<file path="src/rtl/seg_pkg.sv">
// Shared definitions for the 7-segment display paths: hex glyph table,
// all-off constants and the digit index type.
package seg_pkg;

  localparam int DIGIT_W = 2;

  localparam logic [6:0] SEG_OFF = 7'h7F;
  localparam logic [3:0] AN_OFF  = 4'hF;

  typedef logic [DIGIT_W-1:0] digit_t;

  // Active-low {g,f,e,d,c,b,a} glyphs for 0..F.
  localparam logic [6:0] HEX_SEG [16] = '{
    7'h40, 7'h79, 7'h24, 7'h30, 7'h19, 7'h12, 7'h02, 7'h78,
    7'h00, 7'h10, 7'h08, 7'h03, 7'h46, 7'h21, 7'h06, 7'h0E
  };

  function automatic logic [3:0] anode_for(input digit_t d);
    return ~(4'b0001 << d);
  endfunction

endpackage

</file>
<file path="src/rtl/hex7seg_dec.sv">
// Combinational nibble to active-low 7-segment glyph lookup.
module hex7seg_dec
  import seg_pkg::*;
(
  input  logic [3:0] nibble,
  output logic [6:0] seg
);

  assign seg = HEX_SEG[nibble];

endmodule

</file>
<file path="src/rtl/seg_scan16.sv">
// Four-digit multiplexed hex display driver with frame-synchronous value
// swap, anode blanking at the start of each slot and leading-zero blanking.
module seg_scan16
  import seg_pkg::*;
#(
  parameter int REFRESH_DIV = 100000,
  parameter int BLANK_CYC   = 1000
) (
  input  logic        clk_i,
  input  logic        rst_i,
  input  logic [15:0] val_i,
  input  logic        upd_i,
  input  logic        blank_lz_i,
  input  logic [3:0]  dp_i,
  input  logic        en_i,
  output logic [3:0]  an_o,
  output logic [6:0]  seg_o,
  output logic        dp_o,
  output logic [1:0]  digit_o,
  output logic        frame_o
);

  localparam int CNT_W = (REFRESH_DIV > 1) ? $clog2(REFRESH_DIV) : 1;
  localparam logic [CNT_W-1:0] CNT_LAST = CNT_W'(REFRESH_DIV - 1);

  logic [CNT_W-1:0] cnt;
  logic [CNT_W-1:0] cnt_nxt;
  digit_t           digit;
  digit_t           digit_nxt;
  logic [15:0]      shadow;
  logic [15:0]      active;
  logic [15:0]      active_nxt;
  logic             pend;
  logic             frame_edge;
  logic             commit;
  logic [3:0]       nib;
  logic [6:0]       seg_dec;
  logic             lz_blank;
  logic             slot_blank;

  // Outputs are derived from the post-edge scan state so that anodes,
  // segments and digit index always describe the same slot.
  always_comb begin
    cnt_nxt    = cnt;
    digit_nxt  = digit;
    frame_edge = 1'b0;
    if (en_i) begin
      if (cnt == CNT_LAST) begin
        cnt_nxt    = '0;
        digit_nxt  = digit + 1'b1;
        frame_edge = (digit == 2'd3);
      end else begin
        cnt_nxt = cnt + 1'b1;
      end
    end

    commit     = frame_edge && pend;
    active_nxt = commit ? shadow : active;
    nib        = active_nxt[{digit_nxt, 2'b00} +: 4];

    lz_blank   = blank_lz_i && (digit_nxt != '0) &&
                 ((active_nxt >> {digit_nxt, 2'b00}) == '0);
    slot_blank = (int'(cnt_nxt) < BLANK_CYC) || lz_blank;
  end

  hex7seg_dec u_dec (
    .nibble (nib),
    .seg    (seg_dec)
  );

  // Capture keeps running while the scan is frozen; the last request
  // before a frame boundary is the one that gets committed.
  always_ff @(posedge clk_i or posedge rst_i) begin
    if (rst_i) begin
      cnt     <= '0;
      digit   <= '0;
      shadow  <= '0;
      active  <= '0;
      pend    <= 1'b0;
      an_o    <= AN_OFF;
      seg_o   <= SEG_OFF;
      dp_o    <= 1'b1;
      frame_o <= 1'b0;
    end else begin
      if (upd_i) begin
        shadow <= val_i;
        pend   <= 1'b1;
      end else if (commit) begin
        pend   <= 1'b0;
      end

      frame_o <= frame_edge;

      if (en_i) begin
        cnt    <= cnt_nxt;
        digit  <= digit_nxt;
        active <= active_nxt;
        if (slot_blank) begin
          an_o  <= AN_OFF;
          seg_o <= SEG_OFF;
          dp_o  <= 1'b1;
        end else begin
          an_o  <= anode_for(digit_nxt);
          seg_o <= seg_dec;
          dp_o  <= ~dp_i[digit_nxt];
        end
      end
    end
  end

  assign digit_o = digit;

endmodule

</file>
<file path="config.mk">
export PLATFORM = sky130hd
export DESIGN_NAME = seg_scan16
export DESIGN_NICKNAME = d
export VERILOG_FILES = /design/src/rtl/seg_pkg.sv /design/src/rtl/hex7seg_dec.sv /design/src/rtl/seg_scan16.sv
export SDC_FILE = /design/constraint.sdc
export NUM_CORES = 1
export LEC_CHECK = 0
export ABC_AREA = 1
export BUFFER_PORTS_ARGS = -buffer_cell sky130_fd_sc_hd__buf_2
export CAP_MARGIN = 25
export CORE_ASPECT_RATIO = 1.4
export CORE_UTILIZATION = 27
export CTS_CLUSTER_DIAMETER = 120
export DETAILED_ROUTE_END_ITERATION = 16
export GPL_TIMING_DRIVEN = 0
export PLACE_DENSITY_LB_ADDON = 0.12
export SYNTH_ARGS = -nofsm -noshare
export SYNTH_HDL_FRONTEND = slang
export SYNTH_SLANG_ARGS = --single-unit
</file>
<file path="constraint.sdc">
create_clock -name clk_i -period 4.55 [get_ports clk_i]
set_input_delay 0.455 -clock clk_i [delete_from_list [all_inputs] [get_ports clk_i]]
set_output_delay 0.455 -clock clk_i [all_outputs]
set_load 0.03 [all_outputs]
</file>
## Yosys cells after proc, flatten, opt, wreduce, memory -nomap -nowiden

Memory sizes are Yosys's and may differ from the RTL's.
Cells that the tools add are included.

- Register bits: 65
- Memory bits (read-only): 112
- Input port bits: 25
- Output and inout bits: 15
- Logic and storage cells: 46
- Memories: 1

- $add $sub $neg: 2
- $lt $le $gt $ge: 3
- Eq/ne operators: 2
- Shift-type cells: 3
- Muxes and demuxes: 16
- Bitwise logic cells: 3
- Reduce and logical (&&, ||, !) cells: 7

Memories:

| memory | words | bits a word | rd ports | clocked after memory_dff | write ports | line | text |
|---|---|---|---|---|---|---|---|
| (no name shown) | 16 | 7 | 1 | 0 | 0 | hex7seg_dec.sv:9 | `assign seg = HEX_SEG[nibble];` |

Operators with widths:

| kind | number |
|---|---|
| $mux 17 | 2 |
| $mux 7 | 3 |
| $add 17x1->17 const B | 1 |
| $eq 17x17->1 const B | 1 |
| $lt 17x10->1 const B | 1 |
| $logic_not 16->1 | 1 |
| $mux 16 | 1 |
| $shiftx 16x5->4 | 1 |
| $shr 16x4->16 | 1 |
| $mux 1 | 6 |
| $ge 5x5->1 const B | 1 |
| $not 4->5 | 1 |
| $mux 2 | 2 |
| $mux 4 | 1 |
| $not 4->4 | 1 |
| $reduce_bool 2->1 | 2 |
| $shl 1x2->4 const A | 1 |
| $logic_and 1x1->1 | 3 |
| $lt 2x3->1 const B | 1 |
| $add 2x1->2 const B | 1 |
| $bmux 1 s2 | 1 |
| $eq 2x2->1 const B | 1 |
| $logic_or 1x1->1 | 1 |
| $not 1->1 | 1 |

## Longest topological paths before layout

- Word-level depth: 11
- Mapped depth: 25

## Hierarchy

A second synthesis with hierarchy kept.

- Cell total of the unflattened synthesis: 525
- Area total of the unflattened synthesis: 4082.7 um^2

By module, submodules not included:

| module | times used | cells an instance | area each (um^2) | seq. area each (um^2) |
|---|---|---|---|---|
| seg_scan16 | 1 | 476 | 3808.7 | 1641.6 |
| hex7seg_dec | 1 | 49 | 274.0 | 0.0 |

## Worst setup path after synthesis

Ideal clock, no wire load.

- Kind: reg-to-reg
- Start: register cnt[0]
- End: register an_o[3]
- Library setup time: 0.058 ns
- Arrival time: 2.591 ns
- Setup slack: 1.901 ns
- Stages on the path, launching flop included: 26
- Path buffers: 1
- Clock period less this slack: 2.649 ns
- Path through: dfrtp_1 ha_1 nand2_1 inv_1 nand2_1 nor2_2 nand3_2 buf_6 nand2_2 o21ai_4 nand2_1 clkinv_1 nand2_1 nand2_1 nor2_2 ha_1 nand3_1 nor2_1 nand2_1 nor2_2 nand2_2 nand2_4 inv_2 nand2_1 nand2_1 inv_1

- Word-level cells in the longest chain between the ends: 10
- Elaborated cells between the ends (all ways): 20
- Those cells by class: add/sub (1); order compare (1); eq/ne (1); shift (2); mux (8); bitwise (1); reduce/logical (6)

Ends and longest elaborated chain:

| what | line | text |
|---|---|---|
| from (decl) | seg_scan16.sv:26 | `logic [CNT_W-1:0] cnt;` |
| from (signal assigned) | seg_scan16.sv:95 | `cnt <= cnt_nxt;` |
| parallel branches: the longest is 9 deep, another holds $add 17x1->17 | - |  |
| $mux 4 (*) | seg_scan16.sv:98 | `if (slot_blank) begin` |
| to (signal assigned) | seg_scan16.sv:103 | `an_o <= anode_for(digit_nxt);` |
| to (decl) | seg_scan16.sv:16 | `output logic [3:0] an_o,` |

Mark *: on every way between the ends.
A chain may end at the register's enable or synchronous reset.

## Worst setup path in the final report

- Start: register cnt[0]
- End: register dp_o

- Word-level cells in the longest chain between the ends: 10
- Elaborated cells between the ends (all ways): 21
- Those cells by class: add/sub (1); order compare (1); eq/ne (1); shift (1); mux (10); bitwise (1); reduce/logical (6)

Ends and longest elaborated chain:

| what | line | text |
|---|---|---|
| parallel branches: the longest is 9 deep, another holds $add 17x1->17 | - |  |
| $mux 1 (*) | seg_scan16.sv:98 |  |
| to (signal assigned) | seg_scan16.sv:105 | `dp_o <= ~dp_i[digit_nxt];` |
| to (decl) | seg_scan16.sv:18 | `output logic dp_o,` |

Mark *: on every way between the ends. The select of a mux whose other input is x is not followed.

==> out/qor.tcl <==
set qor(timing_hold_violations_final) 0
set qor(vias) 3181
set qor(maxClockFrequency_mhz) 312
set qor(synth_adder_area_share_pct) 2.72
set qor(power.static_leakage_nw) 2.26
set qor(cts_inserted_buffers) 9
set qor(drc_errors) 0
set qor(ctsRootBufferMaster) {sky130_fd_sc_hd__clkbuf_16}
set qor(relSlewSlack_pct) 44.8
set qor(report.final.setup_viol) 0
set qor(total_of_cells_resized_after_clock_tree_synthesis) 0
set qor(clkSlewWorstSetupHoldPaths_ns) 0.05
set qor(clkLatencyLatePin_ns) 0.33
set qor(run_status) {complete, no violations}
set qor(synth-xor-area-share_pct) 1.67
set qor(clock_skew_ns) 0.00932
set qor(drive_gt1_share_pct) 19.7
set qor(design.die.area_sq_mm) 0.0141
set qor(timing.final.max_slew_violations) 0
set qor(antenna_cells_inserted) 0
set qor(drtPass1Iterations) 5
set qor(report.power.total_mw) 1.71
set qor(wl_per_cell_um) 12.7
set qor(syn_to_final_growth_pct) 20.0
set qor(dp_hpwl_um) 7130
set qor(cts_buffer_depth) 2
set qor(critical_path.max_fanout) 10
set qor(viasPerCell) 4.32
set qor(first_drt_iteration_drcs) 144
set qor(worstSetupPathType) {reg2reg}
set qor(cellPowerDensity_mw_per_mm2) 388
set qor(drt_antenna_net_count) 0
set qor(fin_setup_tns_ns) 0
set qor(buffering_stage_count_on_the_worst_path_with_inverters_included) 5
set qor(synth_nets) 532
set qor(critical_path.startpoint_type) {flip-flop}
set qor(gpl.final_weighted_congestion) 0.774
set qor(buffer_count_from_post_cts_setup_fixing) 0
set qor(main_combinational_cell_family_by_area_after_synthesis) {simple AND/OR/NAND/NOR gates}
set qor(min_path_type) {in2async}
set qor(floorplan.die.height_um) 140
set qor(tritoncts_clock_tree) {built}
set qor(grt_first_pass_wirelength_um) 15800
set qor(grt_setup_unrepaired) {false}
set qor(worstSetupPathDepth) 25
set qor(synth.yosys.seq_area_share_pct) 44.7
set qor(postCtsHoldBufs) 0
set qor(cpMaxStageDelayCell) {sky130_fd_sc_hd__dfrtp_1}
set qor(htree_levels) 3
set qor(timing.critical_path.arrival_ns) 3.47
set qor(timing_worst_slew_pin_value_ns) 0.828
set qor(setup.worst_path.end_class) {flip-flop}
set qor(initial_core_utilization_pct) 27.6
set qor(min_period_ns) 3.20
set qor(grt_start_max_net_pins) 66
set qor(core-area_sq_mm) 0.0133
set qor(antenna_violations_before_repair) 0
set qor(yosysWarningCount) 0
set qor(drv_cap) 0
set qor(worst_ir_drop_vdd_mv) 0.144
set qor(finalCritPeriodShare_pct) 70.3
set qor(cp_top_family) {simple AND/OR/NAND/NOR gates}
set qor(global_route.usage.total_pct) 14.6
set qor(synth.area.mux_share_pct) 0
set qor(postSynthRegisterBits) 65
set qor(num-fill-cells) 1466
set qor(drt-total-wl_um) 9350
set qor(synth-compound-area-share_pct) 3.61
set qor(num_io_pins) 40
set qor(synth_area_sq_mm) 0.00367
set qor(path_depth_of_the_worst_reg2reg_path) 25
set qor(cts.sinks) 65
set qor(total_overflow_reported_by_the_global_router) 0
set qor(io_buffer_count) 39
set qor(via_count_of_the_first_global_routing_pass) 3217
set qor(number_of_distinct_standard_cells_referenced_by_the_synthesized_netlist) 32
set qor(worst-endpoint-required_ns) 4.82
set qor(yosys.area_share.simple_pct) 38.8
set qor(die-width_um) 101
set qor(synth_cells) 499
set qor(critical_path.most_common_cell) {sky130_fd_sc_hd__nand2_1}
set qor(finalNetCount) 582
set qor(cpPeakStageDelay_ns) 0.39
set qor(synth_area_per_cell_sq_um) 7.36
set qor(rows) 50
-- sequential cells by signal, summed over array words and instances, names as in the netlist --
| register | count |
|---|---|
| frame_o | 1 |
| seg_o | 7 |
| pend | 1 |
| active | 16 |
| an_o | 4 |
| dp_o | 1 |
| digit_o | 2 |
| cnt | 17 |
| shadow | 16 |
-- layer usage --
layer  share of wire [%]  wire [um]  global-route usage, %  up-vias
li1                    -          -                      -     1658
met1                  44       4150                   17.3     1463
met2                  51       4800                   25.6       52
met3                 2.3        215                   2.40        8
met4                 2.0        184                   6.33        0
met5                   0          0                      0        -
-- kinds of logic (layout without fill, tap and decap cells) --
logic type | after synthesis | count (layout)
and+or+nand+nor | 320 | 320
DFF | 65 | 65
adders and majority gates | 8 | 8
AOI/OAI and AO/OA | 22 | 22
buffers and inverters | 77 | 132
xor gates and xnor gates | 7 | 7
-- worst reg2reg max path, cell delays in order, from the launching register on --
cell and delay [ns]:
sky130_fd_sc_hd__dfrtp_1 0.39, sky130_fd_sc_hd__ha_1 0.24, sky130_fd_sc_hd__nand2_1 0.09, sky130_fd_sc_hd__inv_1 0.06, sky130_fd_sc_hd__nand2_1 0.05, sky130_fd_sc_hd__nor2_2 0.17
sky130_fd_sc_hd__nand3_2 0.11, sky130_fd_sc_hd__buf_6 0.16, sky130_fd_sc_hd__nand2_2 0.08, sky130_fd_sc_hd__o21ai_4 0.10, sky130_fd_sc_hd__nand2_1 0.15, sky130_fd_sc_hd__clkinv_1 0.15
sky130_fd_sc_hd__nand2_1 0.11, sky130_fd_sc_hd__nand2_1 0.07, sky130_fd_sc_hd__nor2_2 0.22, sky130_fd_sc_hd__ha_1 0.22, sky130_fd_sc_hd__nand3_1 0.08, sky130_fd_sc_hd__nor2_1 0.10
sky130_fd_sc_hd__nand2_1 0.06, sky130_fd_sc_hd__nor2_2 0.09, sky130_fd_sc_hd__nand2_2 0.10, sky130_fd_sc_hd__nand2_4 0.12, sky130_fd_sc_hd__inv_2 0.05, sky130_fd_sc_hd__nand2_1 0.06
sky130_fd_sc_hd__nand2_1 0.05, sky130_fd_sc_hd__inv_1 0.04
-- cell usage after synthesis (all sizes together) --
master	n	area (sq um)
a21oi	1	5.00
buf	4	38.8
clkbuf	7	27.5
clkinv	1	3.75
dfrtp	53	1330
dfstp	12	315
ha	8	100
inv	65	244
nand2	183	727
nand3	52	283
nand3b	2	15.0
nand4	13	81.3
nor2	62	268
nor3	4	25.0
nor4	1	6.26
o21ai	18	105
o21bai	3	22.5
or2	3	18.8
xor2	7	61.3
-- metrics by stage --
step	setup WS (ns)	instances	hold slack [ns]	instance area (sq um)	utilization, %
floorplan	1.90	499	0.438	3670	-
global placement	1.35	720	0.462	4100	30.7
detailed placement	1.34	720	0.464	4100	30.8
CTS	1.30	736	0.317	4410	33.1
global route	0.980	736	0.332	4410	33.1
finish	1.35	736	0.281	4410	33.1
-- worst paths after layout --
path | startpoint | to | slack [ns]
worst max-delay path | cnt[0] | dp_o | 1.35
worst min-delay path | rst_i | shadow[7] | 0.28
worst max register to register | cnt[0] | dp_o | 1.35
worst min register to register | shadow[4] | shadow[4] | 0.47
max in group asynchronous | rst_i | cnt[10] | 3.71
min in group clk_i | val_i[0] | shadow[0] | 0.33
-- power breakdown --
group | internal, mW | leakage (nW) | switching, mW
Combinational | 0.0939 | 1.34 | 0.184
Clock | 0.469 | 0.153 | 0.254
Sequential | 0.644 | 0.761 | 0.0675
-- area by class of cell --
| cell class | instances | area [sq um] | area share (%) |
|---|---|---|---|
| sequential | 65 | 1640 | 37.2 |
| clock buffer | 14 | 274 | 6.22 |
| inverter | 66 | 250 | 5.68 |
| buffer | 11 | 66.3 | 1.50 |
| tap | 182 | 228 | 5.17 |
| multi-input combinational | 357 | 1720 | 39.0 |
| timing repair buffer | 39 | 195 | 4.43 |
| clock inverter | 2 | 35.0 | 0.795 |
-- layout by cell type, fill, tap and decap left out, types with 3 or more instances in the layout --
cell,count
sky130_fd_sc_hd__buf_2,40
sky130_fd_sc_hd__buf_6,3
sky130_fd_sc_hd__clkbuf_1,8
sky130_fd_sc_hd__clkbuf_16,9
sky130_fd_sc_hd__clkbuf_8,3
sky130_fd_sc_hd__dfrtp_1,53
sky130_fd_sc_hd__dfstp_2,12
sky130_fd_sc_hd__ha_1,8
sky130_fd_sc_hd__inv_1,59
sky130_fd_sc_hd__inv_2,5
sky130_fd_sc_hd__nand2_1,169
sky130_fd_sc_hd__nand2_2,13
sky130_fd_sc_hd__nand3_1,49
sky130_fd_sc_hd__nand4_1,13
sky130_fd_sc_hd__nor2_1,52
sky130_fd_sc_hd__nor2_2,8
sky130_fd_sc_hd__nor3_1,3
sky130_fd_sc_hd__o21ai_0,12
sky130_fd_sc_hd__o21ai_1,4
sky130_fd_sc_hd__o21bai_1,3
sky130_fd_sc_hd__or2_2,3
sky130_fd_sc_hd__xor2_1,7
Note: power is estimated with default switching activity, not from simulation.
